--- src/rtl/sent_pkg.sv ---
// sent_pkg: shared SENT TX state type, timing constants and CRC-4 helpers.
// No ports. Imported by sent_tx_crc4 and sent_tx_pulse_gen.
package sent_pkg;

   typedef enum logic [2:0] {
      ST_IDLE,
      ST_SYNC,
      ST_STATUS,
      ST_DATA,
      ST_CRC
`ifdef SENT_TX_PAUSE_EN
      ,
      ST_PAUSE
`endif
   } sent_state_t;

   localparam int SENT_LOW_TICKS   = 5;
   localparam int SENT_SYNC_TICKS  = 56;
   localparam int SENT_NIBBLE_BASE = 12;
   localparam int SENT_FRAME_TICKS = 282;

   localparam logic [3:0] SENT_CRC_SEED = 4'b0101;

   // Precomputed step table for x^4+x^3+x^2+1
   localparam logic [3:0] CRC4_T [16] = '{
      4'd0,  4'd13, 4'd7,  4'd10,
      4'd14, 4'd3,  4'd9,  4'd4,
      4'd1,  4'd12, 4'd6,  4'd11,
      4'd15, 4'd2,  4'd8,  4'd5
   };

   // Pulse length in ticks for a nibble value
   function automatic logic [8:0] nib_len(input logic [3:0] nib);
      return 9'(SENT_NIBBLE_BASE) + {5'd0, nib};
   endfunction

   // CRC over the first n nibbles of a left-aligned 24-bit vector,
   // MS nibble first, followed by one zero-augmentation step
   function automatic logic [3:0] crc4_nibbles(
      input logic [23:0] nibs,
      input int          n
   );
      logic [3:0] c;
      c = SENT_CRC_SEED;
      for (int i = 0; i < 6; i++) begin
         if (i < n) c = CRC4_T[c] ^ nibs[23-4*i -: 4];
      end
      return CRC4_T[c];
   endfunction

endpackage

--- src/rtl/sent_tx_crc4.sv ---
// sent_tx_crc4: combinational SENT CRC-4 over NUM_DATA data nibbles.
// Ports: nibs (4*NUM_DATA, MS nibble first) in, crc (4) out.
module sent_tx_crc4
   import sent_pkg::*;
#(
   parameter int NUM_DATA = 6
) (
   input  logic [4*NUM_DATA-1:0] nibs,
   output logic [3:0]            crc
);

   logic [23:0] nibs_al;

   // Left-align so the helper always walks from bit 23 down
   assign nibs_al = 24'(nibs) << (24 - 4*NUM_DATA);
   assign crc     = crc4_nibbles(nibs_al, NUM_DATA);

endmodule

--- src/rtl/sent_tx_pulse_gen.sv ---
// sent_tx_pulse_gen: SENT (SAE J2716) transmit pulse encoder, one frame per
// valid/ready handshake; emits sync, status, data, CRC and optional pause.
// Ports: clk_tx, reset_n_tx (async, active low), ticks (unit-tick square
// wave), frame_valid/frame_ready, status_nib[3:0], data_nibs[4*NUM_DATA-1:0],
// sent_out (idle high), busy, frame_done (1-clk pulse at end of frame).
// Build option: define SENT_TX_PAUSE_EN for a constant FRAME_TICKS period.
module sent_tx_pulse_gen
   import sent_pkg::*;
#(
   parameter int NUM_DATA   = 6,
   parameter int LOW_TICKS  = SENT_LOW_TICKS,
   parameter int SYNC_TICKS = SENT_SYNC_TICKS
`ifdef SENT_TX_PAUSE_EN
   ,
   parameter int FRAME_TICKS = SENT_FRAME_TICKS
`endif
) (
   input  logic                  clk_tx,
   input  logic                  reset_n_tx,
   input  logic                  ticks,
   input  logic                  frame_valid,
   output logic                  frame_ready,
   input  logic [3:0]            status_nib,
   input  logic [4*NUM_DATA-1:0] data_nibs,
   output logic                  sent_out,
   output logic                  busy,
   output logic                  frame_done
);

   localparam logic [2:0] LAST_DI = 3'(NUM_DATA - 1);

   sent_state_t           state;
   logic                  ticks_q;
   logic                  tick_en;
   logic [8:0]            cnt;
   logic [8:0]            len;
   logic [3:0]            status_q;
   logic [3:0]            crc_q;
   logic [3:0]            crc_w;
   logic [4*NUM_DATA-1:0] data_q;
   logic [2:0]            di;
   logic                  last_tick;
`ifdef SENT_TX_PAUSE_EN
   logic [8:0]            acc;
`endif

   sent_tx_crc4 #(
      .NUM_DATA(NUM_DATA)
   ) u_crc (
      .nibs(data_nibs),
      .crc (crc_w)
   );

   assign tick_en = ticks & ~ticks_q;

   // Length of the pulse currently being emitted; data_q is shifted
   // so its top nibble is always the current data nibble
   always_comb begin
      len = 9'(SYNC_TICKS);
      unique case (state)
         ST_STATUS: len = nib_len(status_q);
         ST_DATA:   len = nib_len(data_q[4*NUM_DATA-1 -: 4]);
         ST_CRC:    len = nib_len(crc_q);
         default:   len = 9'(SYNC_TICKS);
      endcase
   end

`ifdef SENT_TX_PAUSE_EN
   // Pause runs until the frame-wide tick total is reached
   assign last_tick = (state == ST_PAUSE) ?
                      (acc == 9'(FRAME_TICKS - 1)) :
                      (cnt == len - 9'd1);
`else
   assign last_tick = (cnt == len - 9'd1);
`endif

   // cnt is the index of the tick to be emitted on the next tick_en
   always_ff @(posedge clk_tx or negedge reset_n_tx) begin
      if (!reset_n_tx) begin
         state       <= ST_IDLE;
         ticks_q     <= 1'b0;
         cnt         <= '0;
         status_q    <= '0;
         crc_q       <= '0;
         data_q      <= '0;
         di          <= '0;
         sent_out    <= 1'b1;
         busy        <= 1'b0;
         frame_ready <= 1'b0;
         frame_done  <= 1'b0;
`ifdef SENT_TX_PAUSE_EN
         acc         <= '0;
`endif
      end else begin
         ticks_q    <= ticks;
         frame_done <= 1'b0;
         unique case (state)
            ST_IDLE: begin
               frame_ready <= 1'b1;
               if (frame_valid && frame_ready) begin
                  status_q    <= status_nib;
                  data_q      <= data_nibs;
                  crc_q       <= crc_w;
                  cnt         <= '0;
                  di          <= '0;
                  busy        <= 1'b1;
                  frame_ready <= 1'b0;
                  state       <= ST_SYNC;
`ifdef SENT_TX_PAUSE_EN
                  acc         <= '0;
`endif
               end
            end
            default: begin
               if (tick_en) begin
                  sent_out <= (cnt >= 9'(LOW_TICKS));
`ifdef SENT_TX_PAUSE_EN
                  acc      <= acc + 9'd1;
`endif
                  if (last_tick) begin
                     cnt <= '0;
                     unique case (state)
                        ST_SYNC:   state <= ST_STATUS;
                        ST_STATUS: state <= ST_DATA;
                        ST_DATA: begin
                           data_q <= data_q << 4;
                           if (di == LAST_DI) state <= ST_CRC;
                           else               di    <= di + 3'd1;
                        end
`ifdef SENT_TX_PAUSE_EN
                        ST_CRC:    state <= ST_PAUSE;
`endif
                        default: begin
                           state       <= ST_IDLE;
                           busy        <= 1'b0;
                           frame_done  <= 1'b1;
                           frame_ready <= 1'b1;
                        end
                     endcase
                  end else begin
                     cnt <= cnt + 9'd1;
                  end
               end
            end
         endcase
      end
   end

endmodule
--- config.mk ---
export PLATFORM = sky130hd
export DESIGN_NAME = sent_tx_pulse_gen
export DESIGN_NICKNAME = d
export VERILOG_FILES = /design/src/rtl/sent_pkg.sv /design/src/rtl/sent_tx_crc4.sv /design/src/rtl/sent_tx_pulse_gen.sv
export SDC_FILE = /design/constraint.sdc
export NUM_CORES = 1
export LEC_CHECK = 0
export ABC_CLOCK_PERIOD_IN_PS = 4000
export BUFFER_PORTS_ARGS = -buffer_cell sky130_fd_sc_hd__buf_2
export CORE_MARGIN = 10
export CORE_UTILIZATION = 53
export DETAILED_ROUTE_END_ITERATION = 10
export GPL_TIMING_DRIVEN = 0
export PLACE_DENSITY_LB_ADDON = 0.2
export SYNTH_ARGS = -nofsm -noshare
export SYNTH_HDL_FRONTEND = slang
export SYNTH_HIERARCHICAL = 1
export SYNTH_SLANG_ARGS = --single-unit
--- constraint.sdc ---
create_clock -name clk_tx -period 4 [get_ports clk_tx]
set_clock_uncertainty 0.1 [all_clocks]
set_input_delay 0.6 -clock clk_tx [delete_from_list [all_inputs] [get_ports clk_tx]]
set_output_delay 0.6 -clock clk_tx [all_outputs]
set_load 0.05 [all_outputs]
==> results.yml, run 1 <==
floorplanning:
  initial_core_util: 0.5508
  dieArea_um2: 9737
  coreArea_um2: 5956
  fp.dieH_um: 98.68
  chipWidth_um: 98.68
  io_pins: 36
  rows: 28
timing:
  hold_viol_final: 0
  worstMarginPinSlew_ns: 1.167
  grt_setup_unrepaired: "yes"
  relSlewSlack: 0.2221
  fmax_mhz: 254.7
  whs_ns: 0.3031
  layout_setup_ws_ns: 0.07372
  finalMaxSlewViolations: 0
  period_needed_ns: 3.926
  tns_ns: 0
  setup_viol: 0
  finalCritPeriodShare: 0.9816
drt:
  drc: 0
  routedWlPerCell_um: 17.38
  via_per_inst: 5.769
  routed_wl_um: 7906
  first_pass_iters: 4
  num_vias: 2625
  drt_iter0_markers: 177
  postRouteAntennaNets: 0
min_path:
  min_path_type: "in2reg"
layout:
  final_cell_mix: "50 x dfrtp_1, 48 x nand2_1, 35 x buf_2"
  antenna_cells: 0
  syn2layout_area_growth_pct: 17.35
  utilization: 0.6464
  drive_above_1_share: 0.2447
  design_area_um2: 3850
  final_common_cell: "dfrtp_1"
  nets: 418
clock_tree:
  clkSinkCount: 52
  clockRootBuffer: "clkbuf_8"
  ctsHoldBuffers: 0
  cts.clk_slew.worst_paths_ns: 0.09
  cts_htree_levels: 2
  clk_latency_ns: 0.31
  cts_tree: "yes"
  cts_buffer_depth: 2
  cts_buffers: 5
pwr:
  powerDensity_nw_per_um2: 323.7
  comb_power_share: 0.209
  swShare: 0.2770
  pwr-share-clk: 0.317
  seq_power_share: 0.474
  power_switching_uw: 345.2
  p_leak_uw: 0.001827
  power.internal_uw: 900.9
  vdd_drop_max_mv: 0.2194
setup_path:
  cp-end-kind: "register"
  crit_path_cell_trace: "buf_6 > buf_8 > nand2b_4 > o31ai_2 > a221o_1 > ha_4 > o21ai_4 > or3_4 > ha_4 > xnor2_2 > nand2_1 > nor2_1 > o21ai_2 > a211oi_4 > buf_12 > nand4_4 > buf_4 > o22a_1 > o21a_1"
  max_stage_delay_ns: 0.42
  crit_family: "compound AO/OA/AOI/OAI gates"
  cp_num_buf_inv: 4
  required_ns: 4.11
  cp.arrival_ns: 4.03
  startpoint_type: "register"
  cp_common_cell: "ha_4"
  cpMaxStageDelayCell: "a221o_1"
  critPathKind: "reg2reg"
  crit_path_max_fanout: 7
grt:
  grt_use_total: 0.1563
  antenna_found_initial: 0
  grt_pass1_wl_um: 12720
  grt_overflow: 0
  grt_start_max_net_pins: 53
  grtUsageMet3: 0.03492
  grt.met1_usage: 0.2193
  grt_pass1_vias: 2566
  grt_use_met2: 0.2340
  busiest_layer: "met2"
synthesis:
  postSynthCellCount: 330
  synth_seq_cells: 52
  synth_area_um2: 3281
  synth_edf_count: 0
  synth_warnings: 6
  synth_cell_types: 64
  async_reset_ff_frac: 1.000
  ys_seq_area_frac: 0.3970
  synth_ff_type: "dfrtp_1"
  syn-mean-instance-area_um2: 9.941
  synth_nets: 369
flow_run:
  max-cap-violations: 0
placed_design:
  port_buffers: 35
  place_area_um2: 3550
  dp_slack_ns: -0.2951
  gp_congestion: 0.8315
  dp_hpwl_um: 5734
run_status:
  outcome: "finished, final reports clean"
[cell usage after synthesis (4+ instances only)]
| master | number | share of area |
|---|---|---|
| and3_1 | 4 | 0.0076 |
| buf_2 | 4 | 0.0061 |
| clkbuf_1 | 11 | 0.013 |
| dfrtp_1 | 51 | 0.39 |
| ha_1 | 7 | 0.027 |
| inv_1 | 8 | 0.0092 |
| mux2i_1 | 4 | 0.012 |
| nand2_1 | 49 | 0.056 |
| nand2b_1 | 6 | 0.011 |
| nand3_1 | 10 | 0.015 |
| nand4_1 | 5 | 0.0095 |
| nor2_1 | 15 | 0.017 |
| nor2b_1 | 4 | 0.0076 |
| o21a_1 | 20 | 0.046 |
| o21ai_1 | 9 | 0.014 |
| o22a_1 | 20 | 0.053 |
| o22ai_1 | 5 | 0.0095 |
| xnor2_1 | 19 | 0.051 |
| xor2_1 | 9 | 0.024 |
[final cells by class]
type	count	area, µm²
flip-flops and latches	52	1304
multi-input cells	250	1911
clock inverters	1	30.03
well taps	75	93.84
fillers	512	2106
clock buffers	7	96.34
repair buffers	44	262.8
inverters	8	32.53
plain buffers	18	120.1
[power groups by stage]
stage / Clock (µW) / Sequential [µW] / Combinational [µW]
after floorplan: 0 / 586 / 194
after global placement: 0 / 598 / 250
after detailed placement: 0 / 598 / 256
after CTS: 404 / 588 / 258
after global routing: 423 / 596 / 283
final: 395 / 591 / 260
[metrics by stage]
stage               cells  power, µW
floorplan             330      779.6
global placement      440      847.3
detailed placement    440      854.0
CTS                   450       1249
global route          455       1302
finish                455       1246
[final timing paths]
kind                        startpoint           to  slack (ns)  depth (start not counted)
max in group asynchronous   reset_n_tx     state[1]        2.59                          1
min in group asynchronous   reset_n_tx       cnt[1]        0.42                          1
min                              ticks      ticks_q        0.30                          1
max                           state[2]    data_q[9]        0.07                         19
max reg2reg                   state[2]    data_q[9]        0.07                         19
min reg2reg                status_q[1]  status_q[1]        0.39                          2
[sequential cells by signal (all words and copies together) (netlist names)]
signal and count:
data_q 24, cnt 9, crc_q 4, status_q 4
di 3, state 3, busy 1, frame_done 1
frame_ready 1, sent_out 1, ticks_q 1
[logic make-up (layout without fill, tap and decap cells)]
group,after synthesis,after routing,synth area share
fa+ha+maj,7,7,0.02670
mux,7,7,0.02479
compound gates,85,85,0.2029
xor+xnor,34,34,0.1148
buf+inv,28,78,0.04271
flops,52,52,0.3970
simple gates,117,117,0.1911
[timing repair]
| action | CTS | global route |
|---|---|---|
| gates cloned | 1 | 1 |
| pin swaps | 3 | 9 |
| endpoints found under the setup margin | 37 | 36 |
| setup buffers | 2 | 5 |
| resized for setup | 7 | 22 |
[routing by layer]
metal	share of wire	wire (µm)
met3	0.054	426
met4	0.011	85
met5	0	0
met1	0.47	3700
met2	0.47	3694
No activity file was read; power rests on OpenSTA's default activity.
==> run 2, diff against run 1 <==
- REMOVE_ABC_BUFFERS: unset -> 1
==> run 2 against run 1 <==
Effect of this change: cell count decreased by 2.4%; critical path type unchanged; largest cell class unchanged; highest routed layer unchanged; register-to-register slack improved by 0.07 ns; core utilization decreased by 0.42 points.
==> results.yml, run 2 (same netlist as run 1, synthesis figures left out) <==
floorplanning:
  coreArea_um2: 5956
  dieArea_um2: 9737
  initial_core_util: 0.5508
  chipWidth_um: 98.68
  fp.dieH_um: 98.68
  rows: 28
  io_pins: 36
setup_path:
  cpMaxStageDelayCell: "dfrtp_2"
  worstSetupStartpoint: "state[0]"
  worstReg2RegStart: "state[0]"
  required_ns: 4.13
  critPathKind: "reg2reg"
  cp-end-kind: "register"
  max_stage_delay_ns: 0.49
  crit_path_max_fanout: 6
  regToRegSetupSlack_ns: 0.15
  cp.arrival_ns: 3.98
  crit_path_cell_trace: "buf_4 > nor3b_2 > o22ai_2 > and2_4 > ha_4 > o21ai_2 > or3_1 > ha_1 > xnor2_1 > nand2_1 > nor2_1 > o21ai_1 > a211oi_4 > buf_12 > buf_12 > nand4_2 > or3_1 > a21oi_1"
  startpoint_type: "register"
drt:
  postRouteAntennaNets: 0
  drt_iter0_markers: 100
  first_pass_iters: 4
  drc: 0
  via_per_inst: 5.860
  num_vias: 2602
  routedWlPerCell_um: 17.33
  routed_wl_um: 7695
timing:
  setup_viol: 0
  layout_setup_ws_ns: 0.1482
  finalMaxSlewViolations: 0
  relSlewSlack: 0.2313
  fmax_mhz: 259.6
  worstMarginPinSlew_ns: 1.153
  period_needed_ns: 3.852
  hold_viol_final: 0
  tns_ns: 0
  finalCritPeriodShare: 0.9630
clock_tree:
  cts_buffer_depth: 2
  clk_latency_ns: 0.31
  ctsHoldBuffers: 0
  cts.clk_slew.worst_paths_ns: 0.09
  clockRootBuffer: "clkbuf_8"
  cts_htree_levels: 2
  cts_tree: "yes"
  clkSinkCount: 52
  cts_buffers: 5
placed_design:
  port_buffers: 35
  dp_slack_ns: -0.8878
  gp_congestion: 0.8484
  dp_hpwl_um: 5061
  dp_cells: 420
  place_area_um2: 3440
grt:
  grt_pass1_vias: 2542
  grt_use_total: 0.1539
  grt_overflow: 0
  grt_start_max_net_pins: 53
  grt_pass1_wl_um: 12450
  antenna_found_initial: 0
layout:
  design_area_um2: 3825
  fin_cells: 444
  nets: 407
  largest_reg_flops: 24
  antenna_cells: 0
  syn2layout_area_growth_pct: 16.59
  drive_above_1_share: 0.2602
  top_register: "data_q"
  final_cell_mix: "48 x nand2_1, 48 x dfrtp_1, 35 x buf_2"
  reg.largest.list: "data_q (24), cnt (9)"
min_path:
  min_from: "ticks"
  min_path_type: "in2reg"
pwr:
  p_leak_uw: 0.001811
  powerDensity_nw_per_um2: 325.9
  finalPower_uw: 1247
  vdd_drop_max_mv: 0.2059
flow_run:
  max-cap-violations: 0
run_status:
  outcome: "finished, final reports clean"
run 2: cell type report:
class / count / area [µm²]
clock buffer: 7 / 96.34
clock inverter: 1 / 30.03
fill: 490 / 2131
inverter: 8 / 32.53
multi-input combinational: 251 / 1928
sequential: 52 / 1306
tap: 75 / 93.84
timing repair buffer: 50 / 337.8
run 2: worst paths after layout:
path,endpoint,cells after the start
worst max-delay path,di[2],18
worst min-delay path,ticks_q,1
worst max register to register,di[2],18
worst min register to register,crc_q[3],2
max in group asynchronous,state[1],1
min in group asynchronous,cnt[6],1
run 2: critical path: cells and delay by family (launching register included):
family | cells | cell delay, ns
and+or+nand+nor | 7 | 1.37
AOI/OAI and AO/OA | 5 | 0.65
adders and majority gates | 2 | 0.56
DFF | 1 | 0.49
buffers and inverters | 3 | 0.43
xor gates and xnor gates | 1 | 0.15
run 2: through the flow:
| stage | hold WS, ns | utilization |
|---|---|---|
| after detailed placement | 0.3660 | 0.5775 |
| after global placement | 0.3618 | 0.5775 |
| final | 0.3028 | 0.6422 |
| after floorplan | 0.2044 | - |
| after CTS | 0.2952 | 0.6189 |
| after global routing | 0.2935 | 0.6422 |
run 2: power by group:
group / switching [µW] / total, µW / internal, µW
logic: 127 / 254 / 127
registers: 41.5 / 591 / 549
clock network: 180 / 402 / 221
run 2: per-layer routing:
| layer | track usage | routed length [µm] | vias up |
|---|---|---|---|
| met5 | 0 | 0 | - |
| met4 | 0.05292 | 146 | 0 |
| met3 | 0.03631 | 354 | 11 |
| met2 | 0.2380 | 3570 | 49 |
| met1 | 0.2055 | 3624 | 1277 |
| li1 | - | - | 1265 |
run 2: timing repair:
action                     in CTS  in global routing
pin swaps                       2                  7
gates resized for setup         6                 14
setup endpoints to repair      41                 37
setup buffers                   5                 10
gates cloned                    1                  0
==> run 3, diff against run 2 <==
- ABC_CLOCK_PERIOD_IN_PS: 4000 -> 4900
- CORE_UTILIZATION: 53 -> 55
- clock period: 4 -> 4.9 ns (I/O delays scaled with it)
==> run 3 against run 2 <==
Effect of this change: cell count down 3.6%; critical endpoint is now data_q[8]; largest power group unchanged; core utilization shrank 3.6 points; largest cell class unchanged; worst setup slack better by 0.17 ns.
==> results.yml, run 3 (same netlist as run 1, synthesis figures left out) <==
run_status:
  outcome: "finished, final reports clean"
drt:
  via_per_inst: 5.738
  first_pass_iters: 4
  routedWlPerCell_um: 16.27
  routed_wl_um: 6965
  num_vias: 2456
  drc: 0
  postRouteAntennaNets: 0
  drt_iter0_markers: 119
placed_design:
  port_buffers: 35
  dp_cells: 420
  place_area_um2: 3440
  gp_congestion: 0.8338
  dp_hpwl_um: 5126
clock_tree:
  clk_latency_ns: 0.30
  cts_buffer_depth: 2
  cts_setup_buffers: 0
  cts.clk_slew.worst_paths_ns: 0.09
  cts_tree: "yes"
  cts_buffers: 5
  clkSinkCount: 52
  cts_htree_levels: 2
  ctsHoldBuffers: 0
  clockRootBuffer: "clkbuf_8"
setup_path:
  cp_common_cell: "ha_1"
  cp.arrival_ns: 4.72
  cp_num_buf_inv: 0
  critPathKind: "reg2reg"
  startpoint_type: "register"
  crit_path_cell_trace: "or2_2 > o22ai_1 > a221o_1 > ha_1 > o21ai_2 > or3_1 > ha_1 > nor2b_1 > o21ai_0 > xor2_1 > a21oi_2 > a211oi_4 > nand4_4 > nand2_4 > o21a_1"
  cp-end-kind: "register"
  crit_path_max_fanout: 25
  cpMaxStageDelayCell: "dfrtp_1"
  crit_family: "simple AND/OR/NAND/NOR gates"
  max_stage_delay_ns: 0.75
  required_ns: 5.04
timing:
  worstMarginPinSlew_ns: 1.174
  grt_setup_unrepaired: "no"
  tns_ns: 0
  finalMaxSlewViolations: 0
  setup_viol: 0
  fmax_mhz: 218.5
  relSlewSlack: 0.2175
  finalCritPeriodShare: 0.9342
  period_needed_ns: 4.578
  hold_viol_final: 0
layout:
  fin_cells: 428
  drive_above_1_share: 0.1870
  largest_reg_flops: 24
  top_register: "data_q"
  syn2layout_area_growth_pct: 8.200
  final_common_cell: "dfrtp_1"
  fillers: 494
  reg.largest.list: "data_q (24), cnt (9)"
  final_cell_mix: "51 x dfrtp_1, 48 x nand2_1, 35 x buf_2"
  utilization: 0.6067
  antenna_cells: 0
  design_area_um2: 3550
  nets: 391
floorplanning:
  fp.dieH_um: 97.23
  initial_core_util: 0.5607
  rows: 28
  coreArea_um2: 5851
  dieArea_um2: 9454
  io_pins: 36
  chipWidth_um: 97.23
grt:
  grt_overflow: 0
  grt_use_total: 0.1482
  grt_start_max_net_pins: 53
  grt_pass1_vias: 2536
  antenna_found_initial: 0
  grt_pass1_wl_um: 12120
flow_run:
  max-cap-violations: 0
pwr:
  vdd_drop_max_mv: 0.1850
  p_leak_uw: 0.001684
  finalPower_uw: 945.2
  powerDensity_nw_per_um2: 266.3
min_path:
  min_path_type: "reg2reg"
[run 3: changes by cell type in the layout (fill, tap and decap cells not counted), moves of 2 or more]
cell	previous run	this run
dfrtp_1	48	51
buf_12	4	0
clkinvlp_4	0	2
ha_1	5	7
ha_4	2	0
buf_4	11	0
nor2b_2	2	0
dfrtp_2	3	0
nor2b_1	2	4
[run 3: layer usage]
layer  track usage  share of wire  vias up  wire (µm)
met5             0              0        -          0
met3       0.03058          0.038        6        268
met1        0.1983           0.48     1182       3377
met4       0.03579         0.0090        0         63
li1              -              -     1224          -
met2        0.2382           0.47       44       3256
[run 3: timing repair]
item                                   4_1_cts  5_1_grt
setup endpoints to repair                   20       20
endpoints found under the hold margin        0        0
pin swaps                                    0        0
resized for setup                            1        1
[run 3: worst register-to-register path: cells and delay by family (launching register included)]
kind / cells / cell delay (ns)
AND/OR/NAND/NOR: 5 / 1.60
adder cells (fa/ha/maj): 2 / 0.52
XOR/XNOR: 1 / 0.20
flip-flops: 1 / 0.75
AO/OA/AOI/OAI: 7 / 1.35
[run 3: area by class of cell]
type                    count  area, µm²  area share
clock inverters             2      15.01    0.004230
inverters                   8      30.03    0.008460
clock buffers               6      82.58     0.02326
multi-input cells         250       1851      0.5213
flip-flops and latches     52       1303      0.3669
repair buffers             35      175.2     0.04935
well taps                  75      93.84     0.02644
[run 3: worst paths after layout]
check | start | endpoint | slack (ns) | depth (start not counted)
max | state[0] | data_q[8] | 0.32 | 15
min | crc_q[3] | crc_q[3] | 0.39 | 2
max reg2reg | state[0] | data_q[8] | 0.32 | 15
min reg2reg | crc_q[3] | crc_q[3] | 0.39 | 2
max in group asynchronous | reset_n_tx | status_q[2] | 3.42 | 1
min in group asynchronous | reset_n_tx | cnt[6] | 0.55 | 1
[run 3: power breakdown]
group / leakage [µW] / switching (µW) / internal [µW]
clock network: 0.0000434 / 142 / 115
logic: 0.000955 / 101 / 104
registers: 0.000686 / 35.0 / 448
total: 0.00168 / 278 / 667
[run 3: metrics by stage]
step	setup slack [ns]	hold WS [ns]
2_1_floorplan	0.8341	0.3394
3_3_place_gp	0.07817	0.3634
3_5_place_dp	-0.01348	0.3678
4_1_cts	0.1742	0.3918
5_1_grt	0.01194	0.4253
6_report	0.3224	0.3899
